## config.mk

```make
export PLATFORM = sky130hd
export DESIGN_NAME = imem_loader
export DESIGN_NICKNAME = d
export VERILOG_FILES = /design/src/rtl/imem_loader.sv
export SDC_FILE = /design/constraint.sdc
export NUM_CORES = 1
export LEC_CHECK = 0
export ABC_AREA = 1
export BUFFER_PORTS_ARGS = -buffer_cell sky130_fd_sc_hd__buf_4
export CORE_UTILIZATION = 51
export CTS_CLUSTER_SIZE = 8
export DETAILED_ROUTE_END_ITERATION = 12
export PLACE_DENSITY_LB_ADDON = 0.12
export SYNTH_ARGS = -nofsm -noshare
export SYNTH_HDL_FRONTEND = slang
export SYNTH_SLANG_ARGS = --single-unit
```

## constraint.sdc

```tcl
create_clock -name i_clk -period 3.98 [get_ports i_clk]
set_input_delay 0.597 -clock i_clk [delete_from_list [all_inputs] [get_ports i_clk]]
set_output_delay 0.597 -clock i_clk [all_outputs]
set_load 0.01 [all_outputs]
```

## src/rtl/imem_loader.sv

```systemverilog
// imem_loader: assembles a byte stream into 32-bit instruction words and
// writes them into the instruction-RAM window. It also holds the CPU in reset
// until a complete program has been loaded.
module imem_loader #(
  parameter logic [23:0] BASE_ADDRESS = 24'd0,
  parameter int          MAX_WORDS    = 64,
  parameter bit          BIG_ENDIAN   = 1'b1
) (
  input  logic        i_clk,
  input  logic        i_reset,
  input  logic        i_start,
  input  logic [6:0]  i_word_count,
  input  logic [7:0]  i_rx_data,
  input  logic        i_rx_valid,
  output logic        o_rx_ready,
  output logic [31:0] o_mem_addr,
  output logic [31:0] o_mem_data,
  output logic        o_mem_we,
  output logic        o_busy,
  output logic        o_done,
  output logic        o_error,
  output logic        o_cpu_hold
);

  localparam logic [6:0] MAX_W = 7'(MAX_WORDS);

  typedef enum logic [1:0] {S_IDLE, S_RECV, S_WRITE, S_DONE} state_t;

  state_t      r_state, w_next;
  logic [1:0]  r_byte_cnt;
  logic [6:0]  r_word_idx;
  logic [6:0]  r_count;
  logic [31:0] r_shift;
  logic        r_rx_ready, r_mem_we, r_busy, r_done, r_error, r_cpu_hold;
  logic [31:0] r_mem_addr, r_mem_data;

  logic        w_count_ok;
  logic        w_xfer;
  logic        w_last_word;
  logic [31:0] w_shift;

  // A start is only honoured for a count inside 1..MAX_WORDS.
  assign w_count_ok  = (i_word_count != 7'd0) && (i_word_count <= MAX_W);
  // r_rx_ready is high exactly while in RECV, so this is the byte handshake.
  assign w_xfer      = (r_state == S_RECV) && i_rx_valid && r_rx_ready;
  assign w_last_word = (r_word_idx == (r_count - 7'd1));
  // First byte lands in the top byte (big endian) or bottom byte (little).
  assign w_shift     = BIG_ENDIAN ? {r_shift[23:0], i_rx_data}
                                  : {i_rx_data, r_shift[31:8]};

  // State register.
  always_ff @(posedge i_clk or posedge i_reset) begin
    if (i_reset) r_state <= S_IDLE;
    else         r_state <= w_next;
  end

  // Next-state logic.
  always_comb begin
    w_next = r_state;
    case (r_state)
      S_IDLE:  if (i_start && w_count_ok) w_next = S_RECV;
      S_RECV:  if (w_xfer && (r_byte_cnt == 2'd3)) w_next = S_WRITE;
      S_WRITE: w_next = w_last_word ? S_DONE : S_RECV;
      S_DONE:  w_next = S_IDLE;
      default: w_next = S_IDLE;
    endcase
  end

  // Datapath and registered outputs; status outputs follow the next state so
  // they line up with the state they describe.
  always_ff @(posedge i_clk or posedge i_reset) begin
    if (i_reset) begin
      r_byte_cnt <= 2'd0;
      r_word_idx <= 7'd0;
      r_count    <= 7'd0;
      r_shift    <= 32'd0;
      r_rx_ready <= 1'b0;
      r_mem_addr <= 32'd0;
      r_mem_data <= 32'd0;
      r_mem_we   <= 1'b0;
      r_busy     <= 1'b0;
      r_done     <= 1'b0;
      r_error    <= 1'b0;
      r_cpu_hold <= 1'b1;
    end else begin
      r_rx_ready <= (w_next == S_RECV);
      r_mem_we   <= (w_next == S_WRITE);
      r_busy     <= (w_next == S_RECV) || (w_next == S_WRITE);
      r_done     <= (w_next == S_DONE);

      if ((r_state == S_IDLE) && i_start) begin
        if (w_count_ok) begin
          r_count    <= i_word_count;
          r_word_idx <= 7'd0;
          r_byte_cnt <= 2'd0;
          r_cpu_hold <= 1'b1;
          r_error    <= 1'b0;
        end else begin
          r_error    <= 1'b1;
        end
      end

      if (w_xfer) begin
        r_shift    <= w_shift;
        r_byte_cnt <= r_byte_cnt + 2'd1;
        if (r_byte_cnt == 2'd3) begin
          r_mem_data <= w_shift;
          r_mem_addr <= {BASE_ADDRESS, r_word_idx[5:0], 2'b00};
        end
      end

      if (r_state == S_WRITE) r_word_idx <= r_word_idx + 7'd1;

      if (w_next == S_DONE) r_cpu_hold <= 1'b0;
    end
  end

  assign o_rx_ready = r_rx_ready;
  assign o_mem_addr = r_mem_addr;
  assign o_mem_data = r_mem_data;
  assign o_mem_we   = r_mem_we;
  assign o_busy     = r_busy;
  assign o_done     = r_done;
  assign o_error    = r_error;
  assign o_cpu_hold = r_cpu_hold;

endmodule

```

== After elaboration in Yosys (flattened, before gate mapping) ==
Cells that the tools add are included.
Operators by class
  add/sub/neg operators: 3
  $mul: 0
  div/mod/pow operators: 0
  order comparisons: 1
  eq/ne operators: 8
  shifts and indexed selects: 0
  mux-type cells: 14
  bitwise operators: 0
  reduce and logical (&&, ||, !) cells: 20
Operators with widths (number)
  7-bit two-way mux: 3
  2-bit two-way mux: 6
  2-bit nonzero test: 6
  2-bit == test, second input constant: 5
  2-bit AND reduction: 5
  2-bit one-hot mux with 4 select lines: 1
  7-bit by 1-bit adder with 7-bit output, second input constant: 1
  7-bit == test: 1
  7-bit less-or-equal comparator, second input constant: 1
  7-bit nonzero test: 1
  7-bit by 1-bit subtractor with 7-bit output, second input constant: 1
  1-bit logical AND: 6
  2-bit by 1-bit == test with 1-bit output, second input constant: 2
  1-bit two-way mux: 4
  2-bit by 1-bit adder with 2-bit output, second input constant: 1
  2-bit zero test: 1
  1-bit logical OR: 1
Storage, ports and cells
  register bits after elaboration: 86
  latch bits: 0
  RAM bits: 0
  ROM bits: 0
  memories kept: 0

== Depth between registers and ports, before layout ==
Gate-level depths: netlist of run 1.
  depth in word-level cells: 9
  depth in mapped cells: 13
  gate-level depth less buffers: 13

== Worst setup path after synthesis of run 1 ==
OpenSTA, ideal clock, no wires.
  kind: input to register
  start: input i_rx_valid
  end: register r_cpu_hold (netlist: o_cpu_hold)
  library setup time: 0.073 ns
  arrival time: 1.640 ns
  slack: 2.267 ns
  cell stages on the path: 8
  buffers on the path: 1
  cell sequence: nand2_1 nor2_8 nand2_4 buf_6 nand3_1 nand3_1 ha_1 a21oi_1
Between the ends
  word-level cells in the longest chain between the ends: 8
  elaborated cells on any way between the ends: 10
RTL lines
  start: declaration: RTL line 14  | input logic i_rx_valid,
  1-bit logical AND (*) (2 in series): RTL line 45  | assign w_xfer = (r_state == S_RECV) && i_rx_valid && r_rx_ready;
  1-bit logical AND (*): RTL line 62  | S_RECV: if (w_xfer && (r_byte_cnt == 2'd3)) w_next = S_WRITE;
  2-bit two-way mux (*): RTL line 62
  2-bit one-hot mux with 4 select lines (*): RTL line 60  | case (r_state)
  net w_next[0]: RTL line 29  | state_t r_state, w_next;
  2-bit == test (*): RTL line 114  | if (w_next == S_DONE) r_cpu_hold <= 1'b0;
  2-bit nonzero test (no source line)
  2-bit AND reduction (no source line)
  end signal: assignment: RTL line 84  | r_cpu_hold <= 1'b1;
  end signal: assignment: RTL line 96  | r_cpu_hold <= 1'b1;
  end signal: assignment: RTL line 114
  end: declaration: RTL line 34  | logic r_rx_ready, r_mem_we, r_busy, r_done, r_error, r_cpu_hold;
The timed path passes the listed nets; every way through them passes the cells marked *.
A chain may end at the register's enable or synchronous reset.

== Final worst setup path of run 1 ==
  start: register r_state[1]
  end: register r_cpu_hold (netlist: o_cpu_hold)
Between the ends
  word-level cells in the longest chain between the ends: 9
  elaborated cells on any way between the ends: 16
RTL lines
  start: declaration: RTL line 29
  start signal: assignment: RTL line 54  | else r_state <= w_next;
  2-bit by 1-bit == test with 1-bit output: RTL line 45, 60
  1-bit logical AND (2 in series): RTL line 45
  1-bit logical AND: RTL line 62
  2-bit two-way mux: RTL line 62
  2-bit one-hot mux with 4 select lines (*): RTL line 60
  net w_next[0]: RTL line 29
  2-bit == test (*): RTL line 114
  2-bit nonzero test (no source line)
  2-bit AND reduction (no source line)
Marks and branches as above.

==> results of run 1 <==
[logic make-up (layout without fill, tap and decap cells)]
family | count (synthesis) | count (layout) | synth area share, %
adder cells (fa/ha/maj) | 6 | 6 | 1.96
AO/OA/AOI/OAI | 65 | 65 | 8.56
XOR/XNOR | 2 | 2 | 0.458
flip-flops | 86 | 86 | 56.2
AND/OR/NAND/NOR | 197 | 197 | 21.1
other | 1 | 26 | 0.0979
buffers and inverters | 85 | 126 | 11.6
[how the worst min path moves through the flow]
stage / end / slack, ns / startpoint
CTS: o_mem_data[5] / 0.44 / i_rx_data[5]
detailed placement: o_mem_data[27] / 0.46 / r_shift[19]
global placement: o_cpu_hold / 0.45 / o_cpu_hold
global route: o_mem_data[4] / 0.45 / i_rx_data[4]
floorplan: o_mem_data[24] / 0.44 / r_shift[16]
finish: o_mem_addr[4] / 0.44 / i_reset
[layout by cell type, fill, tap and decap left out, types with 4 or more instances in the layout]
| cell type | n |
|---|---|
| inv_1 | 39 |
| nor2_1 | 22 |
| inv_2 | 4 |
| o21ai_0 | 46 |
| buf_4 | 64 |
| nand2_1 | 154 |
| nand3_1 | 14 |
| clkinv_2 | 4 |
| a21oi_1 | 9 |
| dfrtp_1 | 85 |
| ha_1 | 6 |
| conb_1 | 26 |
| o21ai_1 | 9 |
| clkbuf_8 | 10 |
[per-stage QoR]
step / hold slack [ns] / total power, mW / util [%] / worst slack, ns / cells
2_1_floorplan: 0.442 / 2.13 / - / 1.16 / 467
3_3_place_gp: 0.455 / 2.53 / 58.7 / 1.60 / 591
3_5_place_dp: 0.458 / 2.56 / 58.7 / 1.52 / 591
4_1_cts: 0.441 / 3.13 / 61.2 / 1.79 / 607
5_1_grt: 0.453 / 3.37 / 61.2 / 1.50 / 607
6_report: 0.441 / 3.10 / 61.2 / 1.81 / 607
[flip-flops by register name, summed over array words and instances (netlist names), 2 cells and up]
| register | flops |
|---|---|
| o_mem_data | 32 |
| r_shift | 24 |
| r_count | 7 |
| r_word_idx | 7 |
| o_mem_addr | 6 |
| r_byte_cnt | 2 |
| r_state | 2 |
[layout make-up]
| class | instances | area share, % |
|---|---|---|
| clock buffers | 10 | 3.10 |
| repair buffers | 64 | 10.8 |
| flip-flops and latches | 86 | 48.5 |
| multi-input cells | 296 | 29.8 |
| inverters | 46 | 3.94 |
| clock inverters | 6 | 1.04 |
| well taps | 99 | 2.79 |
[critical path, stage by stage, from the launching register on]
cell and delay, ns:
dfrtp_1 0.40, inv_2 0.08, nand2_2 0.08, nor2_8 0.35, nand2_4 0.42, nand3_1 0.19, nand3_1 0.18, ha_1 0.27
a21oi_1 0.12
[routing by layer]
layer  vias up  track usage [%]
met5         -                0
met4         0             8.36
met3         6             3.36
met2        83             29.5
met1      1328             30.7
li1       1442                -
[power by group through the flow]
| stage | clock (mW) | sequential [mW] | combinational (mW) |
|---|---|---|---|
| after CTS | 0.573 | 1.44 | 1.11 |
| after global routing | 0.609 | 1.49 | 1.27 |
| after global placement | 0 | 1.45 | 1.08 |
| final | 0.560 | 1.45 | 1.09 |
| after floorplan | 0 | 1.49 | 0.643 |
| after detailed placement | 0 | 1.45 | 1.11 |
==> key figures, run 1 <==
Outcome
  • Outcome: completed

Clock network
  • Later-pin clock latency in the skew report: 0.34 ns
  • Clock Tree Buf Depth: 2
  • Clock Tree Root: clkbuf_8
  • Post-CTS setup buffer count: 0
  • Htree depth: 3
  • Cts bufs inserted: 9
  • Hold_buf cts: 0
  • CTS tree: yes
  • Post-CTS Resized: 0
  • Clock Sinks: 86
  • Clock transition at path regs: 0.08 ns

Power and ir drop
  • P_int: 1.94 mW
  • Cell Pwr Density: 698 nW/um2
  • Net Sw Frac: 37.5%
  • Psw: 1.16 mW
  • Combinational fraction of design power: 35.3%
  • Clk network pwr share: 18.1%
  • Worst IR drop on VDD: 340 uV
  • Lkg Pwr: 2.42 nW
  • Flop pwr share: 46.7%

Floorplan
  • Initial Utilization: 52.8%
  • Die Span Y: 88.6 um
  • Die width: 88.6 um
  • # rows: 31
  • Core area: 7250 um2
  • Top Ports: 89
  • Die area: 7860 um2

Route
  • Max Used Layer: met4
  • Iteration-0 DRC Markers: 142
  • Via Count: 2859
  • DRT met1 WL: 3.70 mm
  • Met3 WL: 330 um
  • Antenna-violating nets left: 0
  • Routed WL: 7.24 mm
  • WL met2: 3.12 mm
  • WL per Instance: 11.9 um
  • Vias/cell: 4.71
  • DRC violation count after routing: 0
  • DRT Pass-1 Iters: 4

Final layout
  • FF/Latch Area: 2150 um2
  • Nets: 528
  • N_diodes: 0
  • Layout area overhead: 16.0%
  • Share of cells above drive strength 1: 17.9%
  • Multi-input logic area: 1330 um2
  • Cell area after layout: 4440 um2
  • Fill cells: 659

Logic synthesis
  • Post-synth top area cell: dfrtp_1
  • Largest cells by area after synthesis: dfrtp_1 56%, nand2_1 15%, o21ai_0 6.0%, buf_4 5.3%, inv_1 3.9%
  • Post-synth top flop: dfrtp_1
  • Async SR Flop Fraction: 100%
  • Top cell type's share of synthesized area: 55.6%
  • Post-Syn Area: 3830 um2
  • Register bit total from synthesis: 86
  • Syn avg cell area: 8.66 um2
  • Unique cell type count in the Yosys netlist: 27
  • Sequential cell area fraction in the yosys report: 56.2%
  • Cells after Synth: 442
  • Syn. warnings: 0
  • Most frequent cells after synthesis: 154 x nand2_1, 85 x dfrtp_1, 46 x o21ai_0, 40 x inv_1, 27 x buf_4
  • EDFF count, synth: 0
  • Count leader, synth: nand2_1

Place
  • Post-place instance area: 4260 um2
  • Post-detail-place hpwl: 5.01 mm
  • Routability cong.: 0.805
  • Port Buffers: 62

Critical path
  • CP endpoint kind: flip-flop
  • Critical path class: reg -> reg
  • Max FO, Critical Path: 61
  • Worst Path Required: 4.25 ns
  • CP startpoint: r_state[1]
  • Worst r2r src: r_state[1]
  • FF-to-FF path depth: 8
  • R2r endpoint: o_cpu_hold
  • Worst Setup Start Kind: flip-flop
  • Worst reg2reg setup slack: 1.81 ns
  • Worst path arrival time: 2.43 ns
  • Critical Path End: o_cpu_hold

Global route
  • Initial antenna violation count: 0
  • Vias in the first global route: 2515
  • Total grt overflow: 0
  • Gr usage total: 20.4%
  • Largest net degree at the start of global routing: 62
  • First-pass GRT wire length: 12.0 mm

Timing
  • RSZ-0062 raised after global routing: no
  • Worst Skew: 0.0116 ns
  • Slew HR: 37.4%
  • TNS Setup: 0 ns
  • Final Hold Violating Endpoints: 0
  • Fmax: 462 MHz
  • Worst-Margin Slew: 0.938 ns
  • Setup violations, final: 0
  • Final Max Tran Viols: 0
  • Fin crit period: 2.17 ns
  • Fin crit share: 54.4%

Worst hold path
  • Tightest Hold Check Type: in -> async

Flow run
  • Total of max-cap violations: 0
(Power assumes the default switching activity.)
==> run 2: changes to the inputs <==
==> constraint.sdc (replaced) <==
create_clock -name i_clk -period 2 [get_ports i_clk]
set_input_delay 0.3 -clock i_clk [delete_from_list [all_inputs] [get_ports i_clk]]
set_output_delay 0.3 -clock i_clk [all_outputs]
set_load 0.01 [all_outputs]
==> run 2 against run 1 <==
Effect of this change: hold slack got worse by 0.41 ns; wire length up 0.23%; die area is the same; total power rose by 100%; register-to-register slack got worse by 1.6 ns; utilization increased by 0.53 points; non-clock buffer count up 2; critical path type unchanged; critical endpoint is now o_busy; largest power group unchanged.
==> key figures, run 2 (same netlist as run 1, synthesis figures left out) <==
Route
  • Routed WL: 7.25 mm (+0.23%)
  • WL per Instance: 11.9 um (about the same)
  • Max Used Layer: met4
  • Via Count: 2831 (-0.98%)
  • Antenna-violating nets left: 0 (unchanged)
  • Vias/cell: 4.65 (-1.3%)
  • WL met2: 3.19 mm (+2.4%)
  • DRC violation count after routing: 0 (unchanged)
  • Met3 WL: 327 um (-0.91%)
  • Iteration-0 DRC Markers: 155 (+9.2%)
  • DRT Pass-1 Iters: 4 (unchanged)
  • DRT met1 WL: 3.65 mm (-1.4%)

Power and ir drop
  • PnR Total Power: 6.20 mW (+100%)
  • P_int: 3.90 mW (+100%)
  • Net Sw Frac: 37.1% (-0.42 points)
  • Combinational fraction of design power: 35.2% (about the same)
  • Psw: 2.30 mW (+98%)
  • Flop pwr share: 46.3% (-0.4 points)
  • Worst IR drop on VDD: 674 uV (+98%)
  • Cell Pwr Density: 1380 nW/um2 (+98%)
  • Clk network pwr share: 18.5% (+0.4 points)
  • Lkg Pwr: 2.42 nW (about the same)

Final layout
  • N_diodes: 0 (unchanged)
  • Multi-input logic area: 1330 um2 (unchanged)
  • Layout area overhead: 17.0%
  • Most frequent cells in the layout: 154 x nand2_1, 85 x dfrtp_1, 65 x buf_4
  • Share of cells above drive strength 1: 18.2% (+0.32 points)
  • Nets: 530 (+0.38%)
  • Largest register FFs: 32 (unchanged)
  • FF/Latch Area: 2150 um2 (unchanged)
  • Commonest non-fill, non-tap cell in the layout: nand2_1
  • Fill cells: 659 (unchanged)

Clock network
  • Clock Sinks: 86 (unchanged)
  • Cts bufs inserted: 9 (unchanged)
  • Htree depth: 3 (unchanged)
  • Clock Tree Buf Depth: 2 (unchanged)
  • CTS tree: yes
  • Hold_buf cts: 0 (unchanged)
  • Clock Tree Root: clkbuf_8
  • Post-CTS Resized: 0 (unchanged)
  • Later-pin clock latency in the skew report: 0.34 ns (about the same)
  • Post-CTS setup buffer count: 0 (unchanged)
  • Clock transition at path regs: 0.09 ns (about the same)

Global route
  • Initial antenna violation count: 0 (unchanged)
  • First-pass GRT wire length: 12.2 mm (+1.4%)
  • Total grt overflow: 0 (unchanged)
  • Largest net degree at the start of global routing: 58 (-6.5%)
  • Vias in the first global route: 2579 (+2.5%)
  • Gr usage total: 20.7% (+0.27 points)

Critical path
  • CP endpoint kind: flip-flop
  • Worst path arrival time: 2.06 ns (-0.37 ns)
  • Max FO, Critical Path: 5 (-92%)
  • Max stage delay cell, worst path: dfrtp_1
  • Worst Setup Start Kind: flip-flop
  • Worst Path Required: 2.28 ns (-1.97 ns)
  • Critical path class: reg -> reg
  • Crit path cell chain: inv_1 > ha_1 > nand2_1 > nor2_1 > nand2_1 > nand2_1 > nand2_1 > nor2_1 > nand2_1 > nand2_1 > ha_1 > inv_1
  • Critical Path Max Stage Delay: 0.40 ns (-0.02 ns)
  • Crit path top cell by count: nand2_1

Timing
  • Setup violations, final: 0 (unchanged)
  • Final Max Tran Viols: 0 (unchanged)
  • Fin crit period: 1.78 ns (-0.391 ns)
  • Fin crit share: 88.8% (+34 points)
  • Final Hold Violating Endpoints: 0 (unchanged)
  • Worst Skew: 0.00966 ns (-0.00198 ns)
  • Fmax: 563 MHz (+22%)
  • TNS Setup: 0 ns (unchanged)
  • RSZ-0062 raised after global routing: no

Place
  • Post-detail-place hpwl: 5.08 mm (+1.3%)
  • Port Buffers: 62 (unchanged)
  • Routability cong.: 0.858 (+6.7%)

Floorplan
  • Die Span Y: 88.6 um (unchanged)
  • # rows: 31 (unchanged)
  • Core area: 7250 um2 (unchanged)
  • Top Ports: 89 (unchanged)
  • Die area: 7860 um2 (unchanged)
  • Die width: 88.6 um (unchanged)
  • Initial Utilization: 52.8% (unchanged)

Flow run
  • Total of max-cap violations: 0 (unchanged)

Outcome
  • Outcome: completed

Worst hold path
  • Tightest Hold Check Type: in -> async
[run 2: path summary, 6_finish.rpt]
path	start	slack, ns	cells after the start	endpoint
min reg2reg	o_cpu_hold	0.47	2	o_cpu_hold
min in group i_clk	i_rx_data[4]	0.16	3	o_mem_data[4]
max	r_count[0]	0.22	12	o_busy
max in group asynchronous	i_reset	1.58	3	o_cpu_hold
max reg2reg	r_count[0]	0.22	12	o_busy
min	i_reset	0.03	3	o_mem_data[8]
[run 2: cell type report]
type,instances,area share [%]
inverters,46,3.97
repair buffers,66,11.3
multi-input cells,296,29.6
clock inverters,5,0.922
flip-flops and latches,86,48.1
well taps,99,2.76
clock buffers,11,3.38
[run 2: critical path: cells and delay by family, from the launching register on]
| family | cells | cell delay (ns) |
|---|---|---|
| adders and majority gates | 2 | 0.48 |
| buffers and inverters | 2 | 0.15 |
| DFF | 1 | 0.40 |
| and+or+nand+nor | 8 | 0.68 |
[run 2: power by group through the flow]
stage | clock (mW) | combinational, mW | sequential, mW
2_1_floorplan | 0 | 1.28 | 2.96
3_3_place_gp | 0 | 2.15 | 2.88
3_5_place_dp | 0 | 2.21 | 2.90
4_1_cts | 1.19 | 2.21 | 2.87
5_1_grt | 1.25 | 2.54 | 2.97
6_report | 1.15 | 2.18 | 2.87
[run 2: layer usage]
layer / vias to the layer above / GRT usage [%]
met2: 81 / 30.2
met4: 0 / 7.92
met3: 6 / 4.10
met5: - / 0
met1: 1300 / 30.6
li1: 1444 / -
[run 2: metrics by stage]
step	cell area, um2	setup slack [ns]	cells	hold WS [ns]	utilization [%]
after floorplan	3930	0.401	467	0.410	-
after global placement	4290	0.322	593	0.422	59.1
after detailed placement	4290	0.246	593	0.425	59.1
after CTS	4480	0.218	609	0.0340	61.8
after global routing	4480	0.0369	609	0.0508	61.8
final	4480	0.225	609	0.0278	61.8
==> run 3: changes to the inputs <==
--- a/config.mk
+++ b/config.mk
@@ -6,11 +6,13 @@
 export NUM_CORES = 1
 export LEC_CHECK = 0
 export ABC_AREA = 1
+export ABC_CLOCK_PERIOD_IN_PS = 2000
 export BUFFER_PORTS_ARGS = -buffer_cell sky130_fd_sc_hd__buf_4
 export CORE_UTILIZATION = 51
 export CTS_CLUSTER_SIZE = 8
 export DETAILED_ROUTE_END_ITERATION = 12
 export PLACE_DENSITY_LB_ADDON = 0.12
+export RECOVER_POWER = 25
 export SYNTH_ARGS = -nofsm -noshare
 export SYNTH_HDL_FRONTEND = slang
 export SYNTH_SLANG_ARGS = --single-unit
==> run 3 against run 2 <==
Effect of this change: total power about the same; cell area down 0.39%; setup slack gained 0.00085 ns; largest cell class unchanged; critical path type unchanged.
==> key figures, run 3 (same netlist as run 1, synthesis figures left out) <==
Route
  • DRC violation count after routing: 0 (unchanged)
  • DRT Pass-1 Iters: 4 (unchanged)
  • WL per Instance: 11.9 um (+0.26%)
  • Via Count: 2837 (+0.21%)
  • Routed WL: 7.27 mm (+0.26%)
  • Vias/cell: 4.66 (+0.21%)
  • Iteration-0 DRC Markers: 182 (+17%)
  • Antenna-violating nets left: 0 (unchanged)

Flow run
  • Total of max-cap violations: 0 (unchanged)

Critical path
  • Worst path arrival time: 2.06 ns (about the same)
  • Critical path class: reg -> reg
  • Worst Path Required: 2.28 ns (about the same)
  • Worst Setup Start Kind: flip-flop
  • Max FO, Critical Path: 5 (unchanged)
  • CP endpoint kind: flip-flop

Global route
  • Vias in the first global route: 2579 (unchanged)
  • Total grt overflow: 0 (unchanged)
  • First-pass GRT wire length: 12.2 mm (unchanged)
  • Initial antenna violation count: 0 (unchanged)
  • Gr usage total: 20.7% (unchanged)
  • Largest net degree at the start of global routing: 58 (unchanged)

Clock network
  • Post-CTS Resized: 0 (unchanged)
  • Cts bufs inserted: 9 (unchanged)
  • CTS tree: yes
  • Later-pin clock latency in the skew report: 0.34 ns (about the same)
  • Hold_buf cts: 0 (unchanged)
  • Clock Tree Buf Depth: 2 (unchanged)
  • Htree depth: 3 (unchanged)
  • Post-CTS setup buffer count: 0 (unchanged)
  • Clock Tree Root: clkbuf_8
  • Clock transition at path regs: 0.09 ns (about the same)
  • Clock Sinks: 86 (unchanged)

Timing
  • Final Hold Violating Endpoints: 0 (unchanged)
  • Setup violations, final: 0 (unchanged)
  • Worst-Margin Slew: 1.36 ns
  • Fin crit share: 88.7% (about the same)
  • Slew HR: 9.63%
  • RSZ-0062 raised after global routing: no
  • Final WS setup: 0.226 ns (+0.000850 ns)
  • Hold WS: 0.0771 ns (+0.0492 ns)
  • Worst Skew: 0.00984 ns (+0.000176 ns)
  • Fin crit period: 1.77 ns (-0.000850 ns)
  • Fmax: 564 MHz (about the same)
  • TNS Setup: 0 ns (unchanged)
  • Final Max Tran Viols: 0 (unchanged)

Floorplan
  • Die width: 88.6 um (unchanged)
  • Die Span Y: 88.6 um (unchanged)
  • Die area: 7860 um2 (unchanged)
  • Core area: 7250 um2 (unchanged)
  • Initial Utilization: 52.8% (unchanged)
  • Top Ports: 89 (unchanged)
  • # rows: 31 (unchanged)

Power and ir drop
  • Cell Pwr Density: 1390 nW/um2 (+0.30%)
  • PnR Total Power: 6.20 mW (about the same)
  • Worst IR drop on VDD: 674 uV (about the same)
  • Lkg Pwr: 2.41 nW (-0.23%)

Final layout
  • N_diodes: 0 (unchanged)
  • Share of cells above drive strength 1: 18.2% (unchanged)
  • Cell area after layout: 4460 um2 (-0.39%)
  • Most frequent cells in the layout: 154 x nand2_1, 85 x dfrtp_1, 64 x buf_4
  • Layout area overhead: 16.6%
  • Largest register FFs: 32 (unchanged)
  • Commonest non-fill, non-tap cell in the layout: nand2_1
  • Nets: 530 (unchanged)

Place
  • Dpl ws: 0.246 ns (unchanged)
  • Routability cong.: 0.858 (unchanged)
  • Post-detail-place hpwl: 5.08 mm (unchanged)
  • Post-place instance area: 4290 um2 (unchanged)
  • Port Buffers: 62 (unchanged)

Worst hold path
  • Tightest Hold Check Type: in -> async

Outcome
  • Outcome: completed
run 3: cell count changes in the layout (fill, tap and decap cells not counted), sizes merged:
cell    previous run  this run
clkbuf            11        13
buf               66        64
run 3: cell type report:
cell class	count	area (um2)
Timing Repair Buffer	66	493
Inverter	46	175
Multi-Input combinational cell	296	1330
Fill cell	660	2790
Clock inverter	5	41.3
Tap cell	99	124
Sequential cell	86	2150
Clock buffer	11	151
run 3: critical path: stages, from the launching register on:
cell	delay (ns)
dfrtp_1	0.40
inv_1	0.10
ha_1	0.25
nand2_1	0.08
nor2_1	0.10
nand2_1	0.06
nand2_1	0.05
nand2_1	0.04
nor2_1	0.17
nand2_1	0.08
nand2_1	0.10
ha_1	0.23
inv_1	0.05
run 3: per-layer routing:
layer | part of all wire (%) | wire length [um] | global-route usage (%)
met1 | 50 | 3650 | 30.6
met2 | 44 | 3180 | 30.2
met3 | 4.9 | 357 | 4.10
met4 | 1.1 | 77 | 7.92
met5 | 0 | 0 | 0
run 3: per-stage QoR:
step / utilization [%] / std cells
floorplan: - / 467
global placement: 59.1 / 593
detailed placement: 59.1 / 593
CTS: 61.8 / 609
global route: 61.5 / 609
finish: 61.5 / 609
run 3: worst paths after layout:
kind | endpoint | from | slack (ns) | cells after the start
worst min register to register | o_cpu_hold | o_cpu_hold | 0.47 | 2
worst max register to register | o_busy | r_count[0] | 0.23 | 12
min in group i_clk | o_mem_data[4] | i_rx_data[4] | 0.16 | 3
max in group asynchronous | r_byte_cnt[0] | i_reset | 0.72 | 3
worst min-delay path | o_mem_addr[2] | i_reset | 0.08 | 3
worst max-delay path | o_busy | r_count[0] | 0.23 | 12
run 3: power breakdown:
group | internal (mW) | switching, mW
Sequential | 2.42 | 0.442
Clock | 0.527 | 0.622
Combinational | 0.944 | 1.24
